$ cat config.mk
export PLATFORM = sky130hd
export DESIGN_NAME = instr_fetch
export DESIGN_NICKNAME = d
export VERILOG_FILES = /design/src/rtl/instr_fetch.sv
export SDC_FILE = /design/constraint.sdc
export NUM_CORES = 1
export LEC_CHECK = 0
export ABC_AREA = 1
export CORE_ASPECT_RATIO = 0.75
export CORE_MARGIN = 2
export CORE_UTILIZATION = 41
export CTS_CLUSTER_SIZE = 28
export DETAILED_ROUTE_END_ITERATION = 8
export PLACE_DENSITY = 0.75
export SLEW_MARGIN = 20
export SYNTH_ARGS = -nofsm -noshare
export SYNTH_HDL_FRONTEND = slang
export SYNTH_SLANG_ARGS = --single-unit
export TNS_END_PERCENT = 1
$ cat constraint.sdc
create_clock -name clk -period 1.1 [get_ports clk]
set_input_delay 0.11 -clock clk [delete_from_list [all_inputs] [get_ports clk]]
set_output_delay 0.11 -clock clk [all_outputs]
set_load 0.03 [all_outputs]
$ cat src/rtl/instr_fetch.sv
// Instruction fetch unit: fetches one instruction per request into the IR, presents it
// downstream, and advances or redirects the PC when the instruction is accepted.
`timescale 1ns/1ps
module instr_fetch #(
  parameter int unsigned   AW       = 5,
  parameter logic [AW-1:0] RESET_PC = '0
) (
  input  logic            clk,
  input  logic            rst_n,
  output logic            imem_req,
  output logic [AW-1:0]   imem_addr,
  input  logic            imem_ack,
  input  logic [AW+2:0]   imem_rdata,
  output logic [2:0]      opcode,
  output logic [AW-1:0]   operand_addr,
  output logic            instr_valid,
  input  logic            instr_ready,
  input  logic            pc_src,
  input  logic            jmp_uncond,
  output logic [AW-1:0]   pc,
  output logic [15:0]     issue_cnt
);

  localparam int unsigned IW = AW + 3;
  localparam int unsigned CW = 16;

  typedef enum logic [0:0] {FETCH = 1'b0, ISSUE = 1'b1} state_t;

  state_t        state_q, state_d;
  logic [AW-1:0] pc_q, pc_d;
  logic [IW-1:0] ir_q, ir_d;
  logic [CW-1:0] cnt_q, cnt_d;
  logic          req_q, req_d;
  logic          valid_q, valid_d;

  // State and datapath registers; req/valid are flops so no input reaches an output.
  always_ff @(posedge clk or negedge rst_n) begin
    if (!rst_n) begin
      state_q <= FETCH;
      pc_q    <= RESET_PC;
      ir_q    <= '0;
      cnt_q   <= '0;
      req_q   <= 1'b0;
      valid_q <= 1'b0;
    end else begin
      state_q <= state_d;
      pc_q    <= pc_d;
      ir_q    <= ir_d;
      cnt_q   <= cnt_d;
      req_q   <= req_d;
      valid_q <= valid_d;
    end
  end

  // Next-state and datapath updates; ack only counts while a request is actually raised.
  always_comb begin
    state_d = state_q;
    pc_d    = pc_q;
    ir_d    = ir_q;
    cnt_d   = cnt_q;
    case (state_q)
      FETCH: begin
        if (req_q && imem_ack) begin
          ir_d    = imem_rdata;
          state_d = ISSUE;
        end
      end
      ISSUE: begin
        if (instr_ready) begin
          state_d = FETCH;
          cnt_d   = cnt_q + CW'(1);
          if (pc_src && jmp_uncond) pc_d = ir_q[AW-1:0];
          else                      pc_d = pc_q + AW'(1);
        end
      end
      default: state_d = FETCH;
    endcase
    req_d   = (state_d == FETCH);
    valid_d = (state_d == ISSUE);
  end

  assign imem_req     = req_q;
  assign imem_addr    = pc_q;
  assign pc           = pc_q;
  assign opcode       = ir_q[IW-1:AW];
  assign operand_addr = ir_q[AW-1:0];
  assign instr_valid  = valid_q;
  assign issue_cnt    = cnt_q;

endmodule

# Word-level counts from Yosys, hierarchy flattened
# Index checks and enable logic that the tools add are counted.
# totals
reg_bits	31
in_bits	14
output_inout_bits	36
word_cells	17
# classes
bitwise	2
addsub	2
mux	4
n_reduce_logical	4
# ops
op	count
adder 16 x 1 -> 16 bit (second input constant)	1
adder 5 x 1 -> 5 bit (second input constant)	1
two-way mux 5 bit	1
AND reduction 2 bit	2
logical AND 1 bit	2
two-way mux 1 bit	2
NOT 1 bit	2
case mux 1 bit (2 select lines)	1

# Longest topological paths before layout
# logic_depth
ltp_word	4
ltp_mapped	9
ltp_nobuf	9

# Worst setup path after synthesis
# OpenSTA, ideal clock, no wires.
# synth_path
path_type	flip-flop to flip-flop
startpoint	register cnt_q[1], in the netlist issue_cnt[1]
endpoint	register cnt_q[8], in the netlist issue_cnt[8]
setup_time_ns	0.134
path_buffers	0
synth_period_minus_slack_ns	1.418
arrival_time_ns	1.283
path_stages_with_launch	6
slack_ns	-0.318
cell_sequence	dfrtp_1 ha_1 nand3_1 nor3_2 nand2_1 xnor2_1
# synth_via
elab_chain_cells	1
# synth_rtl
item	line_no	rtl
from (decl)	32	logic [CW-1:0] cnt_q, cnt_d;
from (signal assigned)	49	cnt_q <= cnt_d;
adder 16 x 1 -> 16 bit	71	cnt_d = cnt_q + CW'(1);
# No other way between the ends.
# A chain may end at the register's enable or synchronous reset.

# Final worst setup path
# layout_path
startpoint	register cnt_q[0], in the netlist issue_cnt[0]
endpoint	output port issue_cnt[0]
# layout_rtl
item	line_no	rtl
to (decl)	21	output logic [15:0] issue_cnt
# No word-level cell between the ends.

==> flow_summary.json <==
{
  "period_share_pct": 112.1,
  "slowest_stage": "dfrtp_2",
  "async_reset_ff_share_pct": 100.0,
  "core_area_um2": 3637,
  "port_buffers": 49,
  "cp.required_ns": 0.99,
  "p_leak_nw": 1.237,
  "via_per_inst": 4.551,
  "slew_headroom_pct": 83.52,
  "grt_max_degree": 32,
  "rsz0062_at_grt": "true",
  "postLayoutSetupSlackWorst_ns": -0.1326,
  "start_kind": "register",
  "worstRegToRegCells": 7,
  "cp_num_buf_inv": 3,
  "grt_antenna_before_repair": 0,
  "yosys-top-cells-count": "nand2_1 (41), dfrtp_1 (31), inv_1 (22), nor2_1 (16), xor2_1 (9)",
  "pin_count": 50,
  "syn-num-nets": 188,
  "nFillCells": 302,
  "syn_inst": 172,
  "fp.dieH_um": 57.06,
  "ir_worst_vdd_v": 0.001517,
  "finalInstanceArea_um2": 2495,
  "p_per_area_nw_per_um2": 2447,
  "synthToLayoutAreaGrowth_pct": 62.11,
  "synth_top_cell_by_area": "dfrtp_1",
  "synth_edf_count": 0,
  "dieWidth_um": 74.75,
  "synthMostInstantiatedCell": "nand2_1",
  "ctsHtreeMaxLevel": 2,
  "wirelength_um": 3652,
  "critical_path_class": "reg -> out",
  "fin_skew_ns": 0.002773,
  "via_count": 1379,
  "worst_path_most_repeated_cell": "buf_4",
  "max_stage_delay_ns": 0.43,
  "ys_types": 21,
  "netlist.area_leader.share_pct": 50.41,
  "grt_use_total_pct": 19.00,
  "drt_iter0_drc": 53,
  "critical-path-top-delay-family": "flip-flops",
  "fmax_ghz": 0.8113,
  "clock_latency_ns": 0.29,
  "routabilityCongestion": 0.8593,
  "dieArea_um2": 4265,
  "synthTopCellsByArea": "dfrtp_1 (50%), nand2_1 (10%), mux2_2 (5.9%), inv_1 (5.4%), xor2_1 (5.1%)",
  "dpl.hpwl_um": 2710,
  "row_count": 19,
  "drive_gt1_share_pct": 43.82,
  "postRouteAntennaNets": 0,
  "maxSlewViolCount": 0,
  "crit_chain": "buf_4 -> buf_4 -> buf_6",
  "numCtsBuffers": 5,
  "start_util_pct": 42.31,
  "status": "complete, but fails checks",
  "syn_avg_cell_area_um2": 8.948,
  "drt-pass1-iter-count": 4,
  "clk_pin_slew_worst_paths_ns": 0.06,
  "synth-seq-cells": 31,
  "arrival_ns": 1.12,
  "cp.depth": 3,
  "setup_viol": 16,
  "grt_pass1_wl_um": 5996,
  "worst_pin_slew_ns": 0.2454,
  "violations": "negative setup slack",
  "cts_buffer_depth": 2,
  "placed_cell_area_um2": 2203,
  "ys_seq_area_share_pct": 50.41,
  "grt_pass1_vias": 1317,
  "wl_per_cell_um": 12.05,
  "synth_warnings": 0,
  "period_needed_ns": 1.233,
  "synth_area_um2": 1539,
  "crit_fanout": 3,
  "clockRootBuffer": "clkbuf_8",
  "maxCapViolCount": 0,
  "hold_violations": 0,
  "cts_tree": "done",
  "critPathCaptureType": "output pin",
  "antennaDiodeCount": 0,
  "synthFlopType": "dfrtp_1",
  "nNetsFinal": 266,
  "hold_class": "in -> async",
  "cts_sinks": 31,
  "drc": 0,
  "setup_tns_ns": -1.310,
  "overflow": 0
}
==> layout by cell type (no fill, tap or decap), types with 2 or more instances in the layout <==
| master | count |
|---|---|
| nor2_4 | 3 |
| xnor2_1 | 3 |
| o21ai_1 | 5 |
| inv_1 | 20 |
| nand3_1 | 7 |
| nor2_2 | 4 |
| clkdlybuf4s50_1 | 13 |
| buf_4 | 34 |
| dfrtp_1 | 23 |
| xor2_1 | 9 |
| nand3_4 | 3 |
| nor3_4 | 2 |
| mux2_2 | 8 |
| o21ai_0 | 3 |
| buf_6 | 29 |
| nand2_1 | 37 |
| nand4_1 | 5 |
| clkbuf_8 | 7 |
| nand2_2 | 4 |
| inv_2 | 4 |
| nor2_1 | 11 |
| a21oi_1 | 3 |
| dfrtp_2 | 8 |
==> sequential cells by signal, summed over array words and instances, names as in the netlist <==
name	cells
imem_req	1
instr_valid	1
imem_addr	5
issue_cnt	16
ir_q	8
==> layer usage <==
metal  up-vias  part of all wire, %  wire length [um]  track usage, %
li1        696                    -                 -               -
met1       640                   52              1889           28.00
met3         7                  4.5               163           7.244
met4         0                  1.5                54           6.378
met5         -                    0                 0               0
met2        36                   42              1545           25.66
==> where the power goes <==
| group | switching [mW] | internal, mW |
|---|---|---|
| sequential | 0.382 | 1.52 |
| clock | 0.420 | 0.570 |
| combinational | 1.73 | 1.48 |
| total | 2.53 | 3.57 |
==> what timing repair did <==
action,4_1_cts,5_1_grt
resized for setup,11,42
hold buffers,0,0
setup buffers,1,1
pin swaps,9,7
endpoints found under the setup margin,41,45
==> path summary, 6_finish.rpt <==
check	from	end	slack [ns]
setup / recovery	issue_cnt[0]	issue_cnt[0]	-0.13
hold reg to reg	ir_q[5]	ir_q[5]	0.51
setup reg to reg	issue_cnt[1]	issue_cnt[10]	-0.13
min in group clk	imem_rdata[7]	ir_q[7]	0.43
max in group asynchronous	rst_n	issue_cnt[6]	0.73
hold / removal	rst_n	issue_cnt[3]	0.19
==> metrics by stage <==
step / hold slack, ns / instances / setup WS (ns) / power (mW) / util (%)
6_report: 0.1859 / 303 / -0.1326 / 6.106 / 68.59
5_1_grt: 0.2017 / 303 / -0.1947 / 6.453 / 68.59
4_1_cts: 0.1930 / 302 / -0.1484 / 5.869 / 64.60
3_5_place_dp: 0.4947 / 293 / -0.3583 / 4.728 / 60.58
3_3_place_gp: 0.4942 / 293 / -0.2952 / 4.692 / 60.58
2_1_floorplan: -0.1856 / 172 / -0.1835 / 3.578 / -
==> area by class of cell <==
class	instances	area (um2)	share of cell area, %
timing repair buffer	77	732.0	29.34
sequential	31	785.8	31.49
multi-input combinational	111	721.9	28.94
inverter	24	90.09	3.611
clock buffer	8	100.1	4.012
tap	52	65.06	2.608
==> kinds of logic (layout without fill, tap and decap cells) <==
kind of cell	Yosys count	after routing	synth area share, %
mux	8	8	5.854
buf+inv	30	109	9.025
xor+xnor	12	12	6.830
simple gates	78	78	22.68
fa+ha+maj	2	2	1.626
flops	31	31	50.41
compound gates	11	11	3.576
Power figures use the tool's default switching activity.
